[src/rtl/sys_pkg.sv]
// Shared types for the elevator controller: state encoding, floor index and floor masks,
// plus small mask helpers used by the scheduler and its call latches.
package sys_pkg;

  localparam int NUM_FLOORS = 6;
  localparam int FLOOR_W    = $clog2(NUM_FLOORS);

  typedef logic [2:0] reg3bits;
  typedef logic [NUM_FLOORS-1:0] floor_mask_t;

  typedef enum logic [1:0] {
    IDLE      = 2'd0,
    MOVE_UP   = 2'd1,
    MOVE_DOWN = 2'd2,
    SERVE     = 2'd3
  } E_states;

  function automatic floor_mask_t onehot(reg3bits f);
    floor_mask_t m;
    for (int i = 0; i < NUM_FLOORS; i++) m[i] = (i == int'(f));
    return m;
  endfunction

  function automatic floor_mask_t above_mask(reg3bits f);
    floor_mask_t m;
    for (int i = 0; i < NUM_FLOORS; i++) m[i] = (i > int'(f));
    return m;
  endfunction

  function automatic floor_mask_t below_mask(reg3bits f);
    floor_mask_t m;
    for (int i = 0; i < NUM_FLOORS; i++) m[i] = (i < int'(f));
    return m;
  endfunction

endpackage

[src/rtl/call_latch.sv]
// One pending-call mask: OR-latches requests, drops cleared bits and refuses requests for
// the floor currently being served.
module call_latch
  import sys_pkg::*;
(
  input  logic                  clk,
  input  logic                  rst,
  input  logic [NUM_FLOORS-1:0] set_vec,
  input  logic [NUM_FLOORS-1:0] clr_vec,
  input  logic                  absorb,
  input  logic [FLOOR_W-1:0]    absorb_floor,
  output logic [NUM_FLOORS-1:0] pend
);

  logic [NUM_FLOORS-1:0] absorb_mask;

  assign absorb_mask = absorb ? onehot(absorb_floor) : '0;

  always_ff @(posedge clk) begin
    if (rst) pend <= '0;
    else     pend <= (pend | (set_vec & ~absorb_mask)) & ~clr_vec;
  end

endmodule

[src/rtl/elevator_scheduler.sv]
// Single-car SCAN scheduler: latches hall/car calls, sequences the car between floors,
// times travel and door dwell, and drives the motor and door outputs.
module elevator_scheduler
  import sys_pkg::*;
#(
  parameter int FLOOR_TICKS = 8,
  parameter int DOOR_TICKS  = 16
) (
  input  logic                  clk,
  input  logic                  rst,
  input  logic [NUM_FLOORS-1:0] up_call,
  input  logic [NUM_FLOORS-1:0] down_call,
  input  logic [NUM_FLOORS-1:0] car_call,
  output logic [2:0]            current_floor,
  output E_states               state,
  output logic                  motor_up,
  output logic                  motor_down,
  output logic                  door_open,
  output logic                  dir_up,
  output logic [NUM_FLOORS-1:0] pending
);

  localparam int TMAX = (FLOOR_TICKS > DOOR_TICKS) ? FLOOR_TICKS : DOOR_TICKS;
  localparam int TW   = $clog2(TMAX + 1);
  localparam logic [TW-1:0] FLOOR_RELOAD = TW'(FLOOR_TICKS - 1);
  localparam logic [TW-1:0] DOOR_RELOAD  = TW'(DOOR_TICKS - 1);
  localparam floor_mask_t   UP_VALID     = ~(floor_mask_t'(1) << (NUM_FLOORS - 1));
  localparam floor_mask_t   DN_VALID     = ~floor_mask_t'(1);
  localparam reg3bits       TOP_FLOOR    = 3'(NUM_FLOORS - 1);

  logic [TW-1:0] timer;
  floor_mask_t   pend_up, pend_dn, pend_car, all_pend;
  floor_mask_t   up_in, dn_in;
  floor_mask_t   clr_up, clr_dn, clr_car;
  floor_mask_t   cur_oh, nf_oh, serve_oh;
  reg3bits       next_floor, serve_floor;
  logic          here, above, below;
  logic          moving_up, beyond_nf, hall_dir_nf, end_floor, stop, arrive;
  logic          serve_go, serve_dir, serve_beyond, absorb;

  assign up_in    = up_call & UP_VALID;
  assign dn_in    = down_call & DN_VALID;
  assign all_pend = pend_up | pend_dn | pend_car;
  assign pending  = all_pend;

  call_latch u_up (
    .clk(clk), .rst(rst), .set_vec(up_in), .clr_vec(clr_up),
    .absorb(absorb), .absorb_floor(current_floor), .pend(pend_up)
  );

  call_latch u_dn (
    .clk(clk), .rst(rst), .set_vec(dn_in), .clr_vec(clr_dn),
    .absorb(absorb), .absorb_floor(current_floor), .pend(pend_dn)
  );

  call_latch u_car (
    .clk(clk), .rst(rst), .set_vec(car_call), .clr_vec(clr_car),
    .absorb(absorb), .absorb_floor(current_floor), .pend(pend_car)
  );

  always_comb begin
    cur_oh      = onehot(current_floor);
    here        = |(all_pend & cur_oh);
    above       = |(all_pend & above_mask(current_floor));
    below       = |(all_pend & below_mask(current_floor));

    moving_up   = (state == MOVE_UP);
    next_floor  = moving_up ? current_floor + 3'd1 : current_floor - 3'd1;
    nf_oh       = onehot(next_floor);
    beyond_nf   = moving_up ? |(all_pend & above_mask(next_floor))
                            : |(all_pend & below_mask(next_floor));
    hall_dir_nf = moving_up ? |(pend_up & nf_oh) : |(pend_dn & nf_oh);
    end_floor   = moving_up ? (next_floor == TOP_FLOOR) : (next_floor == 3'd0);
    stop        = |(pend_car & nf_oh) | hall_dir_nf | (!beyond_nf & |(all_pend & nf_oh))
                | end_floor;
    arrive      = ((state == MOVE_UP) || (state == MOVE_DOWN)) && (timer == '0);

    serve_go    = ((state == IDLE) && here) || (arrive && stop);
    serve_floor = (state == IDLE) ? current_floor : next_floor;
    serve_oh    = onehot(serve_floor);

    // An idle stop for only the opposite hall call serves it in its own direction;
    // otherwise that call would stay pending at the car's floor and re-trigger SERVE forever.
    if (state == IDLE)
      serve_dir = |((pend_car | (dir_up ? pend_up : pend_dn)) & cur_oh) ? dir_up : !dir_up;
    else
      serve_dir = dir_up;
    serve_beyond = serve_dir ? |(all_pend & above_mask(serve_floor))
                             : |(all_pend & below_mask(serve_floor));

    clr_car = '0;
    clr_up  = '0;
    clr_dn  = '0;
    if (serve_go) begin
      clr_car = serve_oh;
      if (serve_dir || !serve_beyond)  clr_up = serve_oh;
      if (!serve_dir || !serve_beyond) clr_dn = serve_oh;
    end

    absorb = (state == SERVE) && |((up_in | dn_in | car_call) & cur_oh);
  end

  always_ff @(posedge clk) begin
    if (rst) begin
      state         <= IDLE;
      current_floor <= '0;
      timer         <= '0;
      dir_up        <= 1'b1;
      motor_up      <= 1'b0;
      motor_down    <= 1'b0;
      door_open     <= 1'b0;
    end else begin
      if (arrive) current_floor <= next_floor;

      if (serve_go) begin
        state      <= SERVE;
        timer      <= DOOR_RELOAD;
        dir_up     <= serve_beyond ? serve_dir : !serve_dir;
        motor_up   <= 1'b0;
        motor_down <= 1'b0;
        door_open  <= 1'b1;
      end else begin
        case (state)
          IDLE: begin
            if (above && (dir_up || !below)) begin
              state    <= MOVE_UP;
              dir_up   <= 1'b1;
              timer    <= FLOOR_RELOAD;
              motor_up <= 1'b1;
            end else if (below) begin
              state      <= MOVE_DOWN;
              dir_up     <= 1'b0;
              timer      <= FLOOR_RELOAD;
              motor_down <= 1'b1;
            end
          end
          MOVE_UP, MOVE_DOWN: begin
            if (timer != '0) timer <= timer - 1'b1;
            else             timer <= FLOOR_RELOAD;
          end
          SERVE: begin
            if (absorb)              timer <= DOOR_RELOAD;
            else if (timer != '0)    timer <= timer - 1'b1;
            else begin
              state     <= IDLE;
              door_open <= 1'b0;
            end
          end
          default: state <= IDLE;
        endcase
      end
    end
  end

endmodule

[config.mk]
export PLATFORM = sky130hd
export DESIGN_NAME = elevator_scheduler
export DESIGN_NICKNAME = d
export VERILOG_FILES = /design/src/rtl/sys_pkg.sv /design/src/rtl/call_latch.sv /design/src/rtl/elevator_scheduler.sv
export SDC_FILE = /design/constraint.sdc
export NUM_CORES = 1
export LEC_CHECK = 0
export ABC_CLOCK_PERIOD_IN_PS = 4100
export BUFFER_PORTS_ARGS = -buffer_cell sky130_fd_sc_hd__buf_2
export CAP_MARGIN = 15
export CORE_MARGIN = 2
export CORE_UTILIZATION = 45
export CTS_CLUSTER_DIAMETER = 120
export DETAILED_ROUTE_END_ITERATION = 7
export HOLD_SLACK_MARGIN = 0.12
export PLACE_DENSITY = 0.74
export SLEW_MARGIN = 15
export SYNTH_ARGS = -nofsm -noshare
export SYNTH_HDL_FRONTEND = slang
export SYNTH_SLANG_ARGS = --single-unit
[constraint.sdc]
create_clock -name clk -period 4.1 [get_ports clk]
set_clock_uncertainty 0.05 [all_clocks]
set_input_delay 0.205 -clock clk [delete_from_list [all_inputs] [get_ports clk]]
set_output_delay 0.205 -clock clk [all_outputs]
set_load 0.03 [all_outputs]
# Yosys cells after proc, flatten, opt, wreduce, memory -nomap -nowiden
# Index checks and enable logic that the tools add are counted.
[classes]
mux = 37
n_eq_ne = 27
add_sub_neg = 3
reduce_logical = 48
bitwise = 36
order_cmp = 33
[op_table]
columns = ["op", "count"]
rows = [
  ["$and 6x6->6", 18],
  ["$reduce_or 6->1", 13],
  ["$mux 6", 7],
  ["$or 6x6->6", 7],
  ["$eq 3x3->1 const A", 12],
  ["$mux 5", 5],
  ["$not 6->6", 4],
  ["$gt 2x3->1 const A", 6],
  ["$gt 3x3->1 const A", 6],
  ["$lt 1x3->1 const A", 6],
  ["$lt 2x3->1 const A", 6],
  ["$lt 3x3->1 const A", 6],
  ["$mux 1", 15],
  ["$pmux 5 s3", 1],
  ["$logic_not 3->1", 4],
  ["$mux 2", 5],
  ["$eq 2x3->1 const A", 3],
  ["$gt 1x3->1 const A", 3],
  ["$reduce_and 2->1", 4],
  ["$and 5x6->6", 1],
  ["$mux 3", 2],
  ["$ne 3x3->1 const B", 2],
  ["$or 5x6->6", 1],
  ["$reduce_and 3->1", 2],
  ["other kinds (26)", 45],
]
[word_totals]
in_bits = 20
out_inout_bits = 15
register_bits = 32
wordCells = 195

# Longest topological paths before layout
[depth]
ltp_word = 15
mapped_depth = 15
ltp_nobuf = 13

# By module
# A second synthesis with hierarchy kept.
[hier_totals]
cells_unflattened = 414
area_unflattened_um2 = 3072.9
[modules_own_cells]
columns = ["module", "seq_area_each_um2", "area_each_um2", "instances", "cells_per_inst"]
rows = [
  ["elevator_scheduler", 280.3, 2224.6, 1, 315],
  ["call_latch", 120.1, 282.8, 3, 33],
]

# Least setup slack after synthesis
# No wires, ideal clock.
[synth_path]
kind = "reg2reg"
from = "register current_floor[0]"
to = "register dir_up"
n_path_buf = 3
setup_time_ns = 0.121
setup_slack_ns = 0.578
path_stages_with_launch = 16
t_arrival_ns = 3.351
required_ns = 3.929
period_less_slack_ns = 3.522
path_cell_list = "dfxtp_1 -> buf_2 -> inv_1 -> buf_2 -> ha_1 -> buf_6 -> xor2_2 -> o21a_1 -> o21ai_0 -> a21oi_1 -> nor2_1 -> o21ai_0 -> o21ai_0 -> ha_1 -> nand2_1 -> mux2_2"
[synth_between]
elab_chain_cells = 14
elab_cells_between_ends = 100
cone_classes = "add/sub: 2; order compare: 33; eq/ne: 11; mux: 12; bitwise: 16; reduce/logical: 26"
[synth_lines]
columns = ["element", "line_no", "rtl"]
rows = [
  ["from (decl)", "elevator_scheduler.sv:14", "output logic [2:0] current_floor,"],
  ["from (signal assigned)", "elevator_scheduler.sv:113", "if (arrive) current_floor <= next_floor;"],
  ["$sub 3x1->3 / $add 3x1->3 (equally long branches)", "elevator_scheduler.sv:68", "next_floor = moving_up ? current_floor + 3'd1 : current_floor - 3'd1;"],
  ["$mux 3", "elevator_scheduler.sv:68", ""],
  ["$lt 1x3->1 (tied with other cells)", "sys_pkg.sv:32", "for (int i = 0; i < NUM_FLOORS; i++) m[i] = (i < int'(f));"],
  ["$and 6x6->6, on equally long branches", "elevator_scheduler.sv:71, elevator_scheduler.sv:70", ""],
  ["$reduce_or 6->1, on equally long branches", "elevator_scheduler.sv:71, elevator_scheduler.sv:70", ""],
  ["$mux 1", "elevator_scheduler.sv:70", "beyond_nf = moving_up ? |(all_pend & above_mask(next_floor))"],
  ["$logic_not 1->1", "elevator_scheduler.sv:74", "stop = |(pend_car & nf_oh) | hall_dir_nf | (!beyond_nf & |(all_pend & nf_oh))"],
  ["$and 1x1->1", "elevator_scheduler.sv:74", ""],
  ["$or 1x1->1", "elevator_scheduler.sv:74", ""],
  ["$or 1x1->1", "elevator_scheduler.sv:75", "| end_floor;"],
  ["$logic_and 1x1->1", "elevator_scheduler.sv:78", "serve_go = ((state == IDLE) && here) || (arrive && stop);"],
  ["$logic_or 1x1->1", "elevator_scheduler.sv:78", ""],
  ["$reduce_bool 3->1 (no line) / $reduce_bool 2->1 (equally long branches)", "-", ""],
  ["$reduce_and 2->1 (no line)", "-", ""],
  ["to (signal assigned)", "elevator_scheduler.sv:118", "dir_up <= serve_beyond ? serve_dir : !serve_dir;"],
  ["to (decl)", "elevator_scheduler.sv:19", "output logic dir_up,"],
]
# Several ways; a longest one is shown, not always the timed one. The select of a mux whose other input is x is not followed.
# A chain may end at the register's enable or synchronous reset.

# Final worst setup path
[layout_path]
from = "register current_floor[0]"
to = "register u_dn.pend[2]"
[layout_between]
elab_chain_cells = 15
elab_cells_between_ends = 89
cone_classes = "add/sub: 2; order compare: 22; eq/ne: 12; mux: 11; bitwise: 20; reduce/logical: 22"
[layout_lines]
columns = ["element", "line_no", "rtl"]
rows = [
  ["$sub 3x1->3 / $add 3x1->3 (equally long branches)", "elevator_scheduler.sv:68", ""],
  ["$mux 3", "elevator_scheduler.sv:68", ""],
  ["$lt 1x3->1 (tied with other cells)", "sys_pkg.sv:32", ""],
  ["$and 6x6->6, on equally long branches", "elevator_scheduler.sv:71, elevator_scheduler.sv:70", ""],
  ["$reduce_or 6->1, on equally long branches", "elevator_scheduler.sv:71, elevator_scheduler.sv:70", ""],
  ["$mux 1", "elevator_scheduler.sv:70", ""],
  ["$logic_not 1->1", "elevator_scheduler.sv:74", ""],
  ["$and 1x1->1", "elevator_scheduler.sv:74", ""],
  ["$or 1x1->1", "elevator_scheduler.sv:74", ""],
  ["$or 1x1->1", "elevator_scheduler.sv:75", ""],
  ["$logic_and 1x1->1", "elevator_scheduler.sv:78", ""],
  ["$logic_or 1x1->1", "elevator_scheduler.sv:78", ""],
  ["$mux 6", "elevator_scheduler.sv:94", "if (serve_go) begin"],
  ["$not 6->6", "call_latch.sv:21", "else pend <= (pend | (set_vec & ~absorb_mask)) & ~clr_vec;"],
  ["$and 6x6->6 *", "call_latch.sv:21", ""],
  ["to (signal assigned)", "call_latch.sv:21", ""],
  ["to (decl)", "call_latch.sv:12", "output logic [NUM_FLOORS-1:0] pend"],
]
# Mark *: on every way between the ends. The rest lies on a longest branch, timed or not.

==> impl_metrics.yaml <==
detailed_routing:
  num_vias: 2915
  avgViaCountPerCell: 6.54
  drt_first_pass_iters: 5
  wl_per_cell_um: 18.1
  antenna_left: 0
  wl_um: 8080
  drt_iter0_markers: 365
  drcViolationCount: 0
timing:
  maxSlewViolCount: 0
  fin_tns_setup_ns: 0
  hold_viol_final: 0
  tightest_slew_ns: 0.804
  rsz0062_at_grt: "false"
  period_share: 0.865
  fin_crit_ns: 3.55
  finalSetupViolCount: 0
  max_freq_ghz: 0.282
  max-slew-margin-rel: 0.463
worst_hold_path:
  hold_end: "u_up.pend[0]"
  worst_hold_path_type: "in -> reg"
  min_path_cells: 3
  min-delay-start: "up_call[0]"
synthesis:
  ys_async_sr_fraction: 0
  synth_edf_count: 0
  ys_seq_area_frac: 0.242
  synthFlopType: "dfxtp_1"
  synth.net_count: 379
  yosys_warnings: 0
  avgSynthCellArea_um2: 7.66
  ys_seq_elements: 32
  synth_cell_type_count: 61
  synth_area_leader_cell: "dfxtp_1"
  ys_top_cells_by_area: "dfxtp_1, a21oi_1, ha_1, o21ai_0, a311oi_1"
  synth.top_cell.area_share: 0.242
  netlist_instances: 346
  synthesis.area_mm2: 0.00265
clock_network:
  clockRootBuffer: "clkbuf_8"
  cts_buffers: 5
  htree_levels: 2
  cts_hold_buffers: 0
  insertion_delay_ns: 0.28
  cts_tree: "yes"
  cts_sinks: 32
  path_clk_slew_ns: 0.07
  cts_resized: 0
  clk_path_buf_depth: 2
  postCtsSetupRepairBufs: 0
power_and_ir_drop:
  p_switching_mw: 1.66
  power_frac_comb: 0.730
  powerDensity_mw_per_mm2: 999
  power_frac_clock: 0.101
  leakagePower_nw: 1.13
  power.internal_mw: 1.28
  swShare: 0.565
  ir_drop_v: 0.000430
  seqPwrFrac: 0.169
setup_path:
  end_kind: "flop"
  r2r-end: "u_dn.pend[2]"
  crit_path_start_kind: "flop"
  r2r_slack_ns: 0.55
  worstReg2RegStart: "current_floor[0]"
  cp_max_fo: 25
  worstSetupPathType: "reg -> reg"
  arrival_ns: 3.68
  r2r_cells: 10
  required_ns: 4.23
floorplan:
  core_area_mm2: 0.00561
  die-width_um: 80.7
  die_y_um: 80.7
  io_pins: 35
  dieArea_mm2: 0.00652
  rows: 27
  initial_utilization: 0.472
global_route:
  track_usage: 0.264
  grt_max_degree: 33
  grt_pass1_wl_um: 13400
  overflow: 0
  grt_pass1_vias: 2676
  antenna_found_initial: 0
job:
  maxCapViolCount: 0
place:
  hpwl_um: 6010
  routabilityCongestion: 0.976
  portBuffers: 32
finish:
  final_util: 0.525
  drive_above_1_share: 0.176
  synthToLayoutAreaGrowth_pct: 11.2
  diodes: 0
  nets: 406
status:
  status: "finished clean"
worst max-delay path, stage by stage (launching register included):
cell and delay (ns):
dfxtp_1 0.31, inv_1 0.32, ha_1 0.45, xnor2_1 0.55
o221ai_1 0.19, a21oi_1 0.18, o31a_1 0.15, nor4_2 0.05
o41ai_4 0.53, nand2_4 0.27, a311oi_1 0.38
kinds of logic after synthesis:
logic type                 after synthesis  share of synthesized area
AOI/OAI and AO/OA                      152                      0.381
and+or+nand+nor                         98                      0.195
buffers and inverters                   39                     0.0694
DFF                                     32                      0.242
adders and majority gates               13                     0.0614
muxes                                    7                     0.0288
xor gates and xnor gates                 5                     0.0222
Yosys cell counts, types with 2 or more instances:
library cell / n
a211oi_1: 9
a21oi_1: 49
a222oi_1: 2
a311oi_1: 11
a31oi_1: 6
buf_2: 3
buf_6: 4
clkbuf_1: 9
dfxtp_1: 32
ha_1: 13
inv_1: 21
mux2_2: 5
mux2i_1: 2
nand2_1: 24
nand2b_1: 6
nand3_1: 9
nand3b_1: 3
nor2_1: 19
nor2b_1: 7
nor3_1: 15
nor4_1: 2
o21a_1: 5
o21ai_0: 31
o21ai_2: 2
o221ai_1: 8
o22ai_1: 3
o31a_1: 5
o31ai_1: 4
o32ai_1: 2
or3_1: 2
xnor2_1: 2
xor2_2: 2
layout by cell type, fill, tap and decap left out, types with 6 or more instances in the layout:
master    count
a21oi_1      49
dfxtp_1      32
buf_2        32
o21ai_0      31
nand2_1      24
inv_1        21
nor2_1       19
nor3_1       15
ha_1         13
a311oi_1     11
nand3_1       9
a211oi_1      9
o221ai_1      8
nor2b_1       7
nand2b_1      6
a31oi_1       6
buf_4         6
flip-flops by register name, summed over array words and instances (netlist names), 2 cells and up:
register and cells:
current_floor 3, state 2, timer 5, u_car.pend 6, u_dn.pend 6, u_up.pend 6
power by group through the flow:
stage	Combinational [mW]	Sequential, mW	Clock [mW]
floorplan	1.60	0.537	0
global placement	2.07	0.498	0
detailed placement	2.09	0.501	0
CTS	2.11	0.495	0.302
global route	2.35	0.509	0.316
finish	2.15	0.498	0.297
per-layer routing:
| layer | vias up | global-route usage | wire length [µm] |
|---|---|---|---|
| met3 | 21 | 0.0506 | 809 |
| li1 | 1366 | - | - |
| met2 | 183 | 0.405 | 3600 |
| met4 | 0 | 0.0983 | 183 |
| met1 | 1345 | 0.367 | 3490 |
| met5 | - | 0 | 0 |
through the flow:
step | area (µm²) | instances | hold WS [ns] | setup WS [ns] | total power, mW
5_1_grt | 2950 | 446 | 0.202 | 0.375 | 3.18
3_3_place_gp | 2840 | 438 | 0.438 | 0.655 | 2.56
4_1_cts | 2950 | 446 | 0.189 | 0.625 | 2.90
3_5_place_dp | 2840 | 438 | 0.448 | 0.646 | 2.59
2_1_floorplan | 2650 | 346 | 0.226 | 0.578 | 2.13
6_report | 2950 | 446 | 0.190 | 0.552 | 2.94
cell type report:
| class | instances | area [µm²] |
|---|---|---|
| Multi-Input combinational cell | 275 | 1820 |
| Inverter | 21 | 78.8 |
| Fill cell | 556 | 2660 |
| Sequential cell | 32 | 641 |
| Timing Repair Buffer | 38 | 205 |
| Clock buffer | 6 | 72.6 |
| Tap cell | 72 | 90.1 |
| Clock inverter | 2 | 35.0 |
how the worst max path moves through the flow:
stage	from	to	slack [ns]	cells past startpoint
6_report	current_floor[0]	u_dn.pend[2]	0.55	10
5_1_grt	current_floor[0]	u_dn.pend[3]	0.38	10
4_1_cts	current_floor[0]	u_dn.pend[2]	0.63	10
3_5_place_dp	current_floor[0]	timer[1]	0.65	10
3_3_place_gp	current_floor[0]	timer[2]	0.66	10
2_1_floorplan	current_floor[0]	dir_up	0.58	15
No activity file was read; power rests on OpenSTA's default activity.
